===== config.mk =====
export PLATFORM = sky130hd
export DESIGN_NAME = bilbo_bist_controller_flat
export DESIGN_NICKNAME = d
export VERILOG_FILES = /design/src/rtl/bilbo_bist_controller_if.sv /design/src/rtl/bilbo_bist_controller.sv /design/src/flat_wrapper.sv
export SDC_FILE = /design/constraint.sdc
export NUM_CORES = 1
export LEC_CHECK = 0
export ABC_AREA = 0
export BUFFER_PORTS_ARGS = -buffer_cell sky130_fd_sc_hd__buf_2
export CAP_MARGIN = 5
export CORE_MARGIN = 5
export CORE_UTILIZATION = 30
export DETAILED_ROUTE_END_ITERATION = 12
export PLACE_DENSITY = 0.48
export REMOVE_ABC_BUFFERS = 1
export SETUP_SLACK_MARGIN = 0.1
export SLEW_MARGIN = 20
export SYNTH_ARGS = -nofsm -noshare
export SYNTH_HDL_FRONTEND = slang
export SYNTH_SLANG_ARGS = --single-unit
export TNS_END_PERCENT = 30

===== constraint.sdc =====
create_clock -name Clk_i -period 4.2 [get_ports Clk_i]
set_clock_uncertainty 0.15 [all_clocks]
set_input_delay 0.42 -clock Clk_i [delete_from_list [all_inputs] [get_ports Clk_i]]
set_output_delay 0.42 -clock Clk_i [all_outputs]
set_load 0.05 [all_outputs]

===== src/rtl/bilbo_bist_controller_if.sv =====
// Bus between the BILBO BIST controller and the datapath/system side.
// The master drives the mode lines, the scan input and the result; the slave drives Start and So.
interface bilbo_bist_controller_if #(
   parameter int N = 4
);
   logic         Start;
   logic         So;
   logic         B1;
   logic         B2;
   logic         Si;
   logic         Busy;
   logic         Done;
   logic         Pass;
   logic [N:0]   Signature;

   modport master (
      input  Start, So,
      output B1, B2, Si, Busy, Done, Pass, Signature
   );

   modport slave (
      output Start, So,
      input  B1, B2, Si, Busy, Done, Pass, Signature
   );
endinterface


===== src/rtl/bilbo_bist_controller.sv =====
// BIST sequencer for a RegA/RegB PRPG + RegC MISR BILBO datapath: clear, seed the scan chain,
// run the test clocks, scan the RegC signature back in and compare it against GOLDEN.
module bilbo_bist_controller #(
   parameter int             N      = 4,
   parameter int             NPAT   = 15,
   parameter logic [3*N:0]   SEED   = 13'h1A5B,
   parameter logic [N:0]     GOLDEN = '0
) (
   input  logic                      Clk_i,
   input  logic                      Rst_i,
   bilbo_bist_controller_if.master   bus
);
   localparam int CHAIN = 3 * N + 1;
   localparam int MAXC  = (CHAIN > NPAT) ? CHAIN : NPAT;
   localparam int CW    = $clog2(MAXC) + 1;

   localparam logic [CW-1:0] SEED_LAST = CW'(CHAIN - 1);
   localparam logic [CW-1:0] TEST_LAST = CW'(NPAT - 1);
   localparam logic [CW-1:0] SCAN_LAST = CW'(N);

   typedef enum logic [2:0] {
      S_IDLE, S_CLEAR, S_SEED, S_TEST, S_SCAN, S_CMP, S_DONE
   } state_t;

   state_t            state_q;
   logic [CW-1:0]     cnt_q;
   logic              b1_q, b2_q, si_q;
   logic              busy_q, done_q, pass_q;
   logic [N:0]        sig_q;
   logic [CHAIN-1:0]  seed_sr_q;

   always_ff @(posedge Clk_i) begin
      if (Rst_i) begin
         state_q   <= S_IDLE;
         cnt_q     <= '0;
         b1_q      <= 1'b1;
         b2_q      <= 1'b0;
         si_q      <= 1'b0;
         busy_q    <= 1'b0;
         done_q    <= 1'b0;
         pass_q    <= 1'b0;
         sig_q     <= '0;
         seed_sr_q <= '0;
      end else begin
         case (state_q)
            S_IDLE, S_DONE: begin
               if (bus.Start) begin
                  state_q <= S_CLEAR;
                  b1_q    <= 1'b0;
                  b2_q    <= 1'b1;
                  busy_q  <= 1'b1;
                  done_q  <= 1'b0;
                  pass_q  <= 1'b0;
                  sig_q   <= '0;
                  cnt_q   <= '0;
               end
            end
            S_CLEAR: begin
               // Si carries SEED[0] in seed cycle 0; the rest is fed from a shift copy.
               state_q   <= S_SEED;
               b1_q      <= 1'b0;
               b2_q      <= 1'b0;
               si_q      <= SEED[0];
               seed_sr_q <= SEED >> 1;
               cnt_q     <= '0;
            end
            S_SEED: begin
               if (cnt_q == SEED_LAST) begin
                  state_q <= S_TEST;
                  b1_q    <= 1'b1;
                  b2_q    <= 1'b1;
                  si_q    <= 1'b0;
                  cnt_q   <= '0;
               end else begin
                  si_q      <= seed_sr_q[0];
                  seed_sr_q <= seed_sr_q >> 1;
                  cnt_q     <= cnt_q + 1'b1;
               end
            end
            S_TEST: begin
               if (cnt_q == TEST_LAST) begin
                  state_q <= S_SCAN;
                  b1_q    <= 1'b0;
                  b2_q    <= 1'b0;
                  cnt_q   <= '0;
               end else begin
                  cnt_q <= cnt_q + 1'b1;
               end
            end
            S_SCAN: begin
               // Shifting in from the top leaves the first sampled bit in Signature[0].
               sig_q <= {bus.So, sig_q[N:1]};
               if (cnt_q == SCAN_LAST) begin
                  state_q <= S_CMP;
                  b1_q    <= 1'b1;
                  b2_q    <= 1'b0;
                  cnt_q   <= '0;
               end else begin
                  cnt_q <= cnt_q + 1'b1;
               end
            end
            S_CMP: begin
               state_q <= S_DONE;
               pass_q  <= (sig_q == GOLDEN);
               done_q  <= 1'b1;
               busy_q  <= 1'b0;
            end
            default: begin
               state_q <= S_IDLE;
            end
         endcase
      end
   end

   assign bus.B1        = b1_q;
   assign bus.B2        = b2_q;
   assign bus.Si        = si_q;
   assign bus.Busy      = busy_q;
   assign bus.Done      = done_q;
   assign bus.Pass      = pass_q;
   assign bus.Signature = sig_q;
endmodule


===== src/flat_wrapper.sv =====
// flat-port wrapper written by rule: the top's interface ports become plain ports
module bilbo_bist_controller_flat 
#(
   parameter int             N      = 4,
   parameter int             NPAT   = 15,
   parameter logic [3*N:0]   SEED   = 13'h1A5B,
   parameter logic [N:0]     GOLDEN = '0
)
  (Clk_i, Rst_i, bus_Start, bus_So, bus_B1, bus_B2, bus_Si, bus_Busy, bus_Done, bus_Pass, bus_Signature);
  bilbo_bist_controller_if #(.N(N)) bus_i ();
  input  logic Clk_i;
  input  logic Rst_i;
  input wire logic [$bits(bus_i.Start)-1:0] bus_Start;
  input wire logic [$bits(bus_i.So)-1:0] bus_So;
  output wire logic [$bits(bus_i.B1)-1:0] bus_B1;
  output wire logic [$bits(bus_i.B2)-1:0] bus_B2;
  output wire logic [$bits(bus_i.Si)-1:0] bus_Si;
  output wire logic [$bits(bus_i.Busy)-1:0] bus_Busy;
  output wire logic [$bits(bus_i.Done)-1:0] bus_Done;
  output wire logic [$bits(bus_i.Pass)-1:0] bus_Pass;
  output wire logic [$bits(bus_i.Signature)-1:0] bus_Signature;
  assign bus_i.Start = bus_Start;
  assign bus_i.So = bus_So;
  assign bus_B1 = bus_i.B1;
  assign bus_B2 = bus_i.B2;
  assign bus_Si = bus_i.Si;
  assign bus_Busy = bus_i.Busy;
  assign bus_Done = bus_i.Done;
  assign bus_Pass = bus_i.Pass;
  assign bus_Signature = bus_i.Signature;
  bilbo_bist_controller #(.N(N), .NPAT(NPAT), .SEED(SEED), .GOLDEN(GOLDEN)) u_core (.Clk_i(Clk_i), .Rst_i(Rst_i), .bus(bus_i));
endmodule

After elaboration in Yosys (flattened, before gate mapping) --
Index checks and enable logic that the tools add are counted.
Word-level totals: word-level logic and storage cells 64, output and inout bits 11, memories kept 0, bits in registers 32, bits in writable memories 0, bits in read-only memories 0, input bits 4, latch bits 0
Cells by class: shifts and indexed selects 0, bitwise gates (word level) 0, reductions and logical operators 13, multiplexer cells 26, $mul 0, $lt $le $gt $ge 0, eq/ne operators 14, add/subtract/negate cells 1, div/mod/pow operators 0
Operators by type and width (number):
- one-hot mux 13 bit (2 select lines) | 1
- one-hot mux 5 bit (5 select lines) | 1
- 2-to-1 mux 5 bit | 4
- one-hot mux 3 bit (6 select lines) | 1
- 2-to-1 mux 13 bit | 1
- 2-to-1 mux 3 bit | 4
- equality test 5 x 4 -> 1 bit, second input constant | 2
- one-hot mux 1 bit (5 select lines) | 2
- one-hot mux 5 bit (2 select lines) | 1
- equality test 3 bit, second input constant | 3
- one-hot mux 1 bit (2 select lines) | 4
- AND reduction 2 bit | 4
- 2-to-1 mux 1 bit | 7
- equality test 3 x 2 -> 1 bit, second input constant | 2
- inequality test 2 x 1 -> 1 bit, second input constant | 3
- nonzero test 2 bit | 3
- adder 5 x 1 -> 5 bit, second input constant | 1
- equality test 5 x 3 -> 1 bit, second input constant | 1
- zero test 5 bit | 1
- AND reduction 5 bit | 1
- nonzero test 5 bit | 1
- inequality test 2 bit, second input constant | 2
- AND reduction 4 bit | 1
- equality test 3 x 1 -> 1 bit, second input constant | 1
- other kinds (2) | 2

Logic depth before layout (Yosys ltp) --
Gate-level depths: netlist of the first run.
word-level depth 4, depth in mapped cells 8, gate-level depth less buffers 7

Worst setup path before layout of the first run --
Ideal clock, no wire load.
kind reg2reg, start point register u_core.cnt_q[0], end point register u_core.b2_q (netlist: u_core.bus.B2), library setup time 0.071 ns, setup slack 2.453 ns, cell stages (with the launch flop) 8, path buffers 0, period minus slack after synthesis 1.747 ns, data required time 3.979 ns, data arrival time 1.527 ns, cell sequence dfxtp_1 -> inv_1 -> ha_1 -> nand4b_1 -> nand2_1 -> nand3_1 -> or4_1 -> a21oi_1
On the way: longest elaborated chain between the ends 3, elaborated cells on any way between the ends 7, classes of those cells eq/ne: 6; reduce/logical: 1
RTL lines:
- from (decl) | RTL line bilbo_bist_controller.sv:26 | logic [CW-1:0] cnt_q;
- from (signal assigned) | RTL line bilbo_bist_controller.sv:77 | cnt_q <= cnt_q + 1'b1;
- from (signal assigned) | RTL line bilbo_bist_controller.sv:87 | cnt_q <= cnt_q + 1'b1;
- from (signal assigned) | RTL line bilbo_bist_controller.sv:99 | cnt_q <= cnt_q + 1'b1;
- equality test 5 x 3 -> 1 bit (tied with other cells) | RTL line bilbo_bist_controller.sv:93 | if (cnt_q == SCAN_LAST) begin
- inequality test 2 x 1 -> 1 bit (no line)
- AND reduction 5 bit (no line) (*)
- to (signal assigned) | RTL line bilbo_bist_controller.sv:71 | b2_q <= 1'b1;
- to (signal assigned) | RTL line bilbo_bist_controller.sv:84 | b2_q <= 1'b0;
- to (signal assigned) | RTL line bilbo_bist_controller.sv:96 | b2_q <= 1'b0;
- to (decl) | RTL line bilbo_bist_controller.sv:27 | logic b1_q, b2_q, si_q;
Every way passes the cells marked *; elsewhere a longest branch is shown, timed or not. A chain may end at the register's enable or synchronous reset.

Worst setup path in the final report of the first run --
start point register u_core.state_q[0], end point register u_core.b2_q (netlist: u_core.bus.B2)
On the way: longest elaborated chain between the ends 4, elaborated cells on any way between the ends 14, classes of those cells eq/ne: 9; mux: 1; reduce/logical: 4
RTL lines:
- from (decl) | RTL line bilbo_bist_controller.sv:25 | state_t state_q;
- from (signal assigned) | RTL line bilbo_bist_controller.sv:34 | state_q <= S_IDLE;
- from (signal assigned) | RTL line bilbo_bist_controller.sv:48 | state_q <= S_CLEAR;
- from (signal assigned) | RTL line bilbo_bist_controller.sv:60 | state_q <= S_SEED;
- equality test 3 bit or zero test 3 bit (tied branches) | RTL line bilbo_bist_controller.sv:45 | case (state_q)
- OR reduction 2 bit | RTL line bilbo_bist_controller.sv:45
- nonzero test 5 bit (no line) or inequality test 2 bit (tied branches)
- AND reduction 5 bit (no line)
- to (signal assigned) | RTL line bilbo_bist_controller.sv:37 | b2_q <= 1'b0;
- to (signal assigned) | RTL line bilbo_bist_controller.sv:50 | b2_q <= 1'b1;
- to (signal assigned) | RTL line bilbo_bist_controller.sv:62 | b2_q <= 1'b0;
Several ways; a longest one is shown, not always the timed one.

==> out/results.ini, run 1 <==
[status]
status=finished clean

[worst_setup_path]
cp_max_fo=22
cp_data_arrival_time_ns=2.48
worstSetupEndpointType=flip-flop
crit_path_max_incr_delay_ns=0.75
cp.required_ns=4.26
critPathLaunchType=flip-flop
crit_family=simple AND/OR/NAND/NOR gates
crit_chain=nor3b_2, nand2_1, nand3_1, or4_1, a21oi_1
setup.worst_path.class=reg -> reg
worst_path_max_delay_cell=dfxtp_1
crit_buf_inv=0

[floorplanning]
die_h_um=79.0
die_area_mm2=0.00625
die_w_um=79.0
start_util_pct=30.7
boundaryPins=15
row_count=25
core-area_mm2=0.00466

[clocking]
cts_resized=0
cts_buffers=5
clock_tree.buffer_depth=2
cts.sinks=31
path_clk_slew_ns=0.07
cts_tree=done
hold_buffers=0
h-tree-depth=2
cts_setup_buffers=0
cts-root-buf=clkbuf_8
clock_latency_ns=0.28

[route]
drt_iter0_drc=78
avgViaCountPerCell=5.08
vias=1249
drc=0
ant_nets=0
wl_per_cell_um=12.2
wirelength_um=3000
firstDrtPassIters=4

[layout]
areaGrowthSynthToFinish_pct=13.5
nNetsFinal=198
num_antenna_cells=0
drive_gt1_share_pct=13.0
final_util_pct=34.8

[global_routing]
gr-total-overflow=0
grt_first_pass_wirelength_um=5180
grt_max_degree=33
antenna_found_initial=0
grtUsageTotal_pct=10.5
grt_pass1_vias=1139

[synth]
synth.avg_cell_area_um2=7.95
ys_seq_area_share_pct=43.4
ys_ff_latch=31
synth_top_cell_by_area=dfxtp_1
synth_cell_type_count=33
synth_top_area_share_pct=43.4
synth_area_leaders=dfxtp_1, nor2_1, nor3_1
syn_inst=180
ys_warn_count=0
syn-cell-area_mm2=0.00143

[timing]
worstMarginPinSlew_ns=0.788
timing.setup.tns_ns=0
max_freq_mhz=412
whs_ns=0.237
final_max_slew_viol_count=0
hold_viol_final=0
rsz0062_at_grt=no
fin_crit_ns=2.43
fin_crit_sh_pct=57.8
worst_slack_ns=1.77
setup_violations=0
relSlewSlack_pct=47.5

[place]
port_buffers=14
place.gp.congestion=0.764
pre_cts_ws_ns=1.80
hpwl_um=2050

[pwr]
p_leak_uw=0.000624
max-vdd-ir-drop_mv=0.174
total_power_uw=728
power_density_mw_per_mm2=448

[worst_hold_path]
min_path_type=in -> reg

[run]
maxCapViolCount=0

-- layer usage --
layer,vias to the layer above,share of wire (%),GRT usage [%]
li1,657,-,-
met2,20,47,16.6
met4,0,1.5,5.84
met3,5,3.5,3.17
met1,567,48,12.6
met5,-,0,0
-- cell families (layout without fill, tap and decap cells) --
kind of cell / after synthesis / after routing / share of synthesized area (%)
adders and majority gates: 3 / 3 / 2.62
muxes: 1 / 1 / 0.700
AOI/OAI and AO/OA: 38 / 38 / 16.0
DFF: 31 / 31 / 43.4
and+or+nand+nor: 93 / 93 / 32.8
buffers and inverters: 14 / 26 / 4.46
-- worst reg2reg max path, delay by kind of cell (launching register included) --
family / cells / cell delay (ns)
DFF: 1 / 0.75
AOI/OAI and AO/OA: 1 / 0.15
and+or+nand+nor: 4 / 1.30
-- cell usage after synthesis (all sizes together) --
master   count
a21oi       16
mux2i        1
o21ai        7
a21o         1
nand3       13
o311a        1
a311oi       1
buf          5
o31ai        1
ha           3
a211oi       1
a31oi        3
nor3        17
nor3b        2
or4          1
nand4bb      1
or2          1
nand4        1
a22oi        6
nand4b       2
nand3b       1
inv          4
clkbuf       5
a221oi       1
nor2        24
dfxtp       31
nor2b        6
nand2b       5
nand2       18
or3          1
-- registers in the layout (all words and copies together), names as in the netlist --
signal                cells
u_core.bus.Pass           1
u_core.seed_sr_q         12
u_core.cnt_q              5
u_core.bus.B2             1
u_core.bus.Busy           1
u_core.bus.Signature      5
u_core.bus.Si             1
u_core.state_q            3
u_core.bus.B1             1
u_core.bus.Done           1
-- where the power goes --
part | leakage, uW | switching, uW | internal, uW | total, uW
registers | 0.000253 | 23.0 | 317 | 340
clock network | 0.0000505 | 113 | 149 | 262
logic | 0.000321 | 84.7 | 41.0 | 126
total | 0.000624 | 220 | 507 | 728
-- stage by stage --
| step | area, um^2 | instances |
|---|---|---|
| 2_1_floorplan | 1380 | 170 |
| 3_3_place_gp | 1520 | 238 |
| 3_5_place_dp | 1520 | 238 |
| 4_1_cts | 1620 | 246 |
| 5_1_grt | 1620 | 246 |
| 6_report | 1620 | 246 |
-- worst paths after layout --
| check | from | end | slack, ns | depth (start not counted) |
|---|---|---|---|---|
| worst max register to register | u_core.state_q[0] | u_core.bus.B2 | 1.77 | 5 |
| worst min-delay path | bus_So | u_core.bus.Signature[4] | 0.24 | 3 |
| worst min register to register | u_core.seed_sr_q[1] | u_core.seed_sr_q[1] | 0.31 | 2 |
| worst max-delay path | u_core.state_q[0] | u_core.bus.B2 | 1.77 | 5 |
-- cell usage in the layout, fill, tap and decap left out, drive strengths merged, types with 3 or more instances in the layout --
master  Yosys  routed
nand3      13      13
nor3       17      17
nand2b      5       5
inv         4       4
nor2b       6       6
a22oi       6       6
ha          3       3
dfxtp      31      31
nand2      18      18
buf         5      14
o21ai       7       7
a21oi      16      16
nor2       24      24
clkbuf      5       7
a31oi       3       3
-- area by class of cell --
cell class | instances | area, um^2
timing repair buffer | 14 | 70.1
inverter | 4 | 15.0
tap | 54 | 67.6
sequential | 31 | 621
multi-input combinational | 135 | 746
fill | 481 | 3040
clock inverter | 1 | 7.51
clock buffer | 7 | 96.3
Power figures use the tool's default switching activity.
==> run 2, diff against run 1 <==
--- a/config.mk
+++ b/config.mk
@@ -5,7 +5,7 @@
 export SDC_FILE = /design/constraint.sdc
 export NUM_CORES = 1
 export LEC_CHECK = 0
-export ABC_AREA = 0
+export ABC_AREA = 1
 export BUFFER_PORTS_ARGS = -buffer_cell sky130_fd_sc_hd__buf_2
 export CAP_MARGIN = 5
 export CORE_MARGIN = 5
==> constraint.sdc (replaced) <==
create_clock -name Clk_i -period 2.4 [get_ports Clk_i]
set_clock_uncertainty 0.15 [all_clocks]
set_input_delay 0.24 -clock Clk_i [delete_from_list [all_inputs] [get_ports Clk_i]]
set_output_delay 0.24 -clock Clk_i [all_outputs]
set_load 0.05 [all_outputs]
==> out/results.ini, run 2 <==
[synth]
muxShareOfSynthArea_pct=0  ; -0.70 points
synth_area_leaders=dfxtp_1, nand2_1, a21oi_1
synthAdderAreaFrac_pct=2.62  ; -0.0092 points
ys_seq_area_share_pct=43.2  ; -0.15 points
synth_top_family_by_area=simple AND/OR/NAND/NOR gates
synthTopCellsByCount=nand2_1, dfxtp_1, a21oi_1
ys_warn_count=0  ; unchanged
synth_top_area_share_pct=43.2  ; -0.15 points
synthFlopType=dfxtp_1
synth.most_common_cell=nand2_1
syn_inst=200  ; +11%
synth_cell_type_count=21  ; -36%
synth_top_cell_by_area=dfxtp_1
async_flop_share_pct=0  ; unchanged
syn-cell-area_mm2=0.00144  ; +0.35%
ys_ff_latch=31  ; unchanged
synth.avg_cell_area_um2=7.18  ; -9.7%
yosys.area_share.xor_xnor_pct=0.610  ; +0.61 points
yosys.area_share.simple_pct=30.7  ; -2.1 points
synth_compound_area_share_pct=14.6  ; -1.4 points
synth_edf_count=0  ; unchanged

[pwr]
pwr-share-clk_pct=19.7  ; -16 points
max-vdd-ir-drop_mv=0.575  ; +230%
p_comb_share_pct=46.2  ; +29 points
p_int_uw=1230  ; +140%
p_leak_uw=0.000747  ; +20%
switching_power_uw=1030  ; +370%
total_power_uw=2270  ; +210%
seqPwrFrac_pct=34.1  ; -13 points
switching_share_pct=45.5  ; +15 points
power_density_mw_per_mm2=1380  ; +210%

[route]
avgViaCountPerCell=4.66  ; -8.2%
vias=1268  ; +1.5%
firstDrtPassIters=4  ; unchanged
wl_met3_um=70  ; -33%
highest_layer=met4
drt_iter0_drc=77  ; -1.3%
wl_per_cell_um=11.7  ; -3.9%
drc=0  ; unchanged
ant_nets=0  ; unchanged
wirelength_um=3190  ; +6.2%
met2WireLength_um=1450  ; +3.4%
wl_met1_um=1600  ; +11%

[clocking]
cts.sinks=31  ; unchanged
hold_buffers=0  ; unchanged
clock_tree.buffer_depth=2  ; unchanged
h-tree-depth=2  ; unchanged
cts_resized=0  ; unchanged
cts_setup_buffers=0  ; unchanged
path_clk_slew_ns=0.06  ; about the same
clock_latency_ns=0.28  ; about the same
cts-root-buf=clkbuf_8
cts_buffers=5  ; unchanged
cts_tree=done

[place]
place.gp.congestion=0.810  ; +5.9%
hpwl_um=2230  ; +8.9%
port_buffers=14  ; unchanged

[worst_setup_path]
r2r-end=u_core.seed_sr_q[10]
r2r_cells=10  ; +5
cp-startpoint=u_core.cnt_q[0]
worstSetupEndpointType=flip-flop
cp_max_fo=12  ; -45%
crit_chain=inv_1, ha_1, inv_1, nor2_1, nand2_1, nand2_4, nand2_2, inv_1, nand2_1, a21oi_1
r2r_setup_slack_ns=0.60  ; -1.18 ns
crit_path_max_incr_delay_ns=0.32  ; -0.43 ns
path_common_cell=inv_1
crit_family=simple AND/OR/NAND/NOR gates
critPathLaunchType=flip-flop
cp_data_arrival_time_ns=1.86  ; -0.62 ns
setup.worst_path.class=reg -> reg
crit_cells=10  ; +5
endpoint=u_core.seed_sr_q[10]
cp.required_ns=2.46  ; -1.80 ns
crit_buf_inv=3  ; +3
r2r_start=u_core.cnt_q[0]
worst_path_max_delay_cell=dfxtp_1

[layout]
final_cell_mix=nand2_1, dfxtp_1, a21oi_1
regMostFlops=u_core.seed_sr_q
drive_gt1_share_pct=16.1  ; +3.0 points
nNetsFinal=224  ; +13%
areaGrowthSynthToFinish_pct=14.6
final_util_pct=35.1  ; +0.25 points
num_antenna_cells=0  ; unchanged
final_common_cell=nand2_1
largest_reg_flops=12  ; unchanged

[timing]
fin_crit_sh_pct=75.1  ; +17 points
max_freq_mhz=555  ; +35%
setup_violations=0  ; unchanged
final_max_slew_viol_count=0  ; unchanged
rsz0062_at_grt=no
relSlewSlack_pct=75.3  ; +28 points
fin_crit_ns=1.80  ; -0.625 ns
hold_viol_final=0  ; unchanged
worstMarginPinSlew_ns=0.371  ; -0.417 ns
timing.setup.tns_ns=0  ; unchanged

[floorplanning]
start_util_pct=30.6  ; -0.098 points
boundaryPins=15  ; unchanged
die_h_um=79.2  ; +0.15%
row_count=25  ; unchanged
core-area_mm2=0.00469  ; +0.67%
die_w_um=79.2  ; +0.15%
die_area_mm2=0.00627  ; +0.30%

[global_routing]
grt_max_degree=21  ; -36%
antenna_found_initial=0  ; unchanged
gr-total-overflow=0  ; unchanged
grtUsageTotal_pct=10.8  ; +0.34 points
grt_pass1_vias=1149  ; +0.88%
grt_first_pass_wirelength_um=5330  ; +3.1%

[run]
maxCapViolCount=0  ; unchanged

[worst_hold_path]
min_path_type=in -> reg

[status]
status=finished clean

[run 2: cell types whose count changed in the layout (fill, tap and decap cells not counted), sizes merged, moves of 3 or more]
cell,change
inv,+18
a21oi,+11
nand2b,-5
nand2,+38
a31oi,-3
nor2b,-6
a22oi,-6
o21ai,+8
nor3,-16
[run 2: worst min path at each step]
| stage | from | endpoint | slack [ns] | cells after the start |
|---|---|---|---|---|
| 2_1_floorplan | Rst_i | u_core.bus.Done | 0.16 | 1 |
| 3_3_place_gp | u_core.bus.B1 | u_core.bus.B1 | 0.30 | 2 |
| 3_5_place_dp | u_core.bus.B1 | u_core.bus.B1 | 0.29 | 2 |
| 4_1_cts | bus_So | u_core.bus.Signature[4] | 0.05 | 3 |
| 5_1_grt | bus_So | u_core.bus.Signature[4] | 0.08 | 3 |
| 6_report | bus_So | u_core.bus.Signature[4] | 0.06 | 3 |
[run 2: tightest hold or removal path, stage by stage]
cell     delay, ns
buf_2         0.10
nand2_1       0.05
a21oi_1       0.05
[run 2: through the flow]
step	setup slack (ns)	std cells	area, um^2	hold slack [ns]
2_1_floorplan	0.837	195	1400	0.159
3_3_place_gp	0.658	264	1550	0.299
3_5_place_dp	0.608	264	1550	0.295
4_1_cts	0.593	272	1650	0.0545
5_1_grt	0.373	272	1650	0.0774
6_report	0.598	272	1650	0.0607
[run 2: cell type report]
| class | count | area, um^2 |
|---|---|---|
| Multi-Input combinational cell | 142 | 697 |
| Timing Repair Buffer | 15 | 77.6 |
| Fill cell | 518 | 3050 |
| Sequential cell | 31 | 621 |
| Inverter | 22 | 82.6 |
| Clock buffer | 8 | 100 |
| Tap cell | 54 | 67.6 |
[run 2: kinds of logic after synthesis]
kind of cell | after synthesis
XOR/XNOR | 1
flip-flops | 31
adder cells (fa/ha/maj) | 3
buffers and inverters | 27
AND/OR/NAND/NOR | 96
AO/OA/AOI/OAI | 42
[run 2: routing by layer]
metal,global-route usage (%),vias up
li1,-,682
met1,13.7,570
met2,16.9,9
met3,3.40,7
met4,4.64,0
met5,0,-
[run 2: power by group through the flow]
| stage | registers [uW] | clock network (uW) | logic, uW |
|---|---|---|---|
| after detailed placement | 778 | 0 | 1050 |
| after CTS | 772 | 464 | 1060 |
| final | 773 | 446 | 1050 |
| after floorplan | 886 | 0 | 705 |
| after global routing | 791 | 490 | 1180 |
| after global placement | 786 | 0 | 1060 |
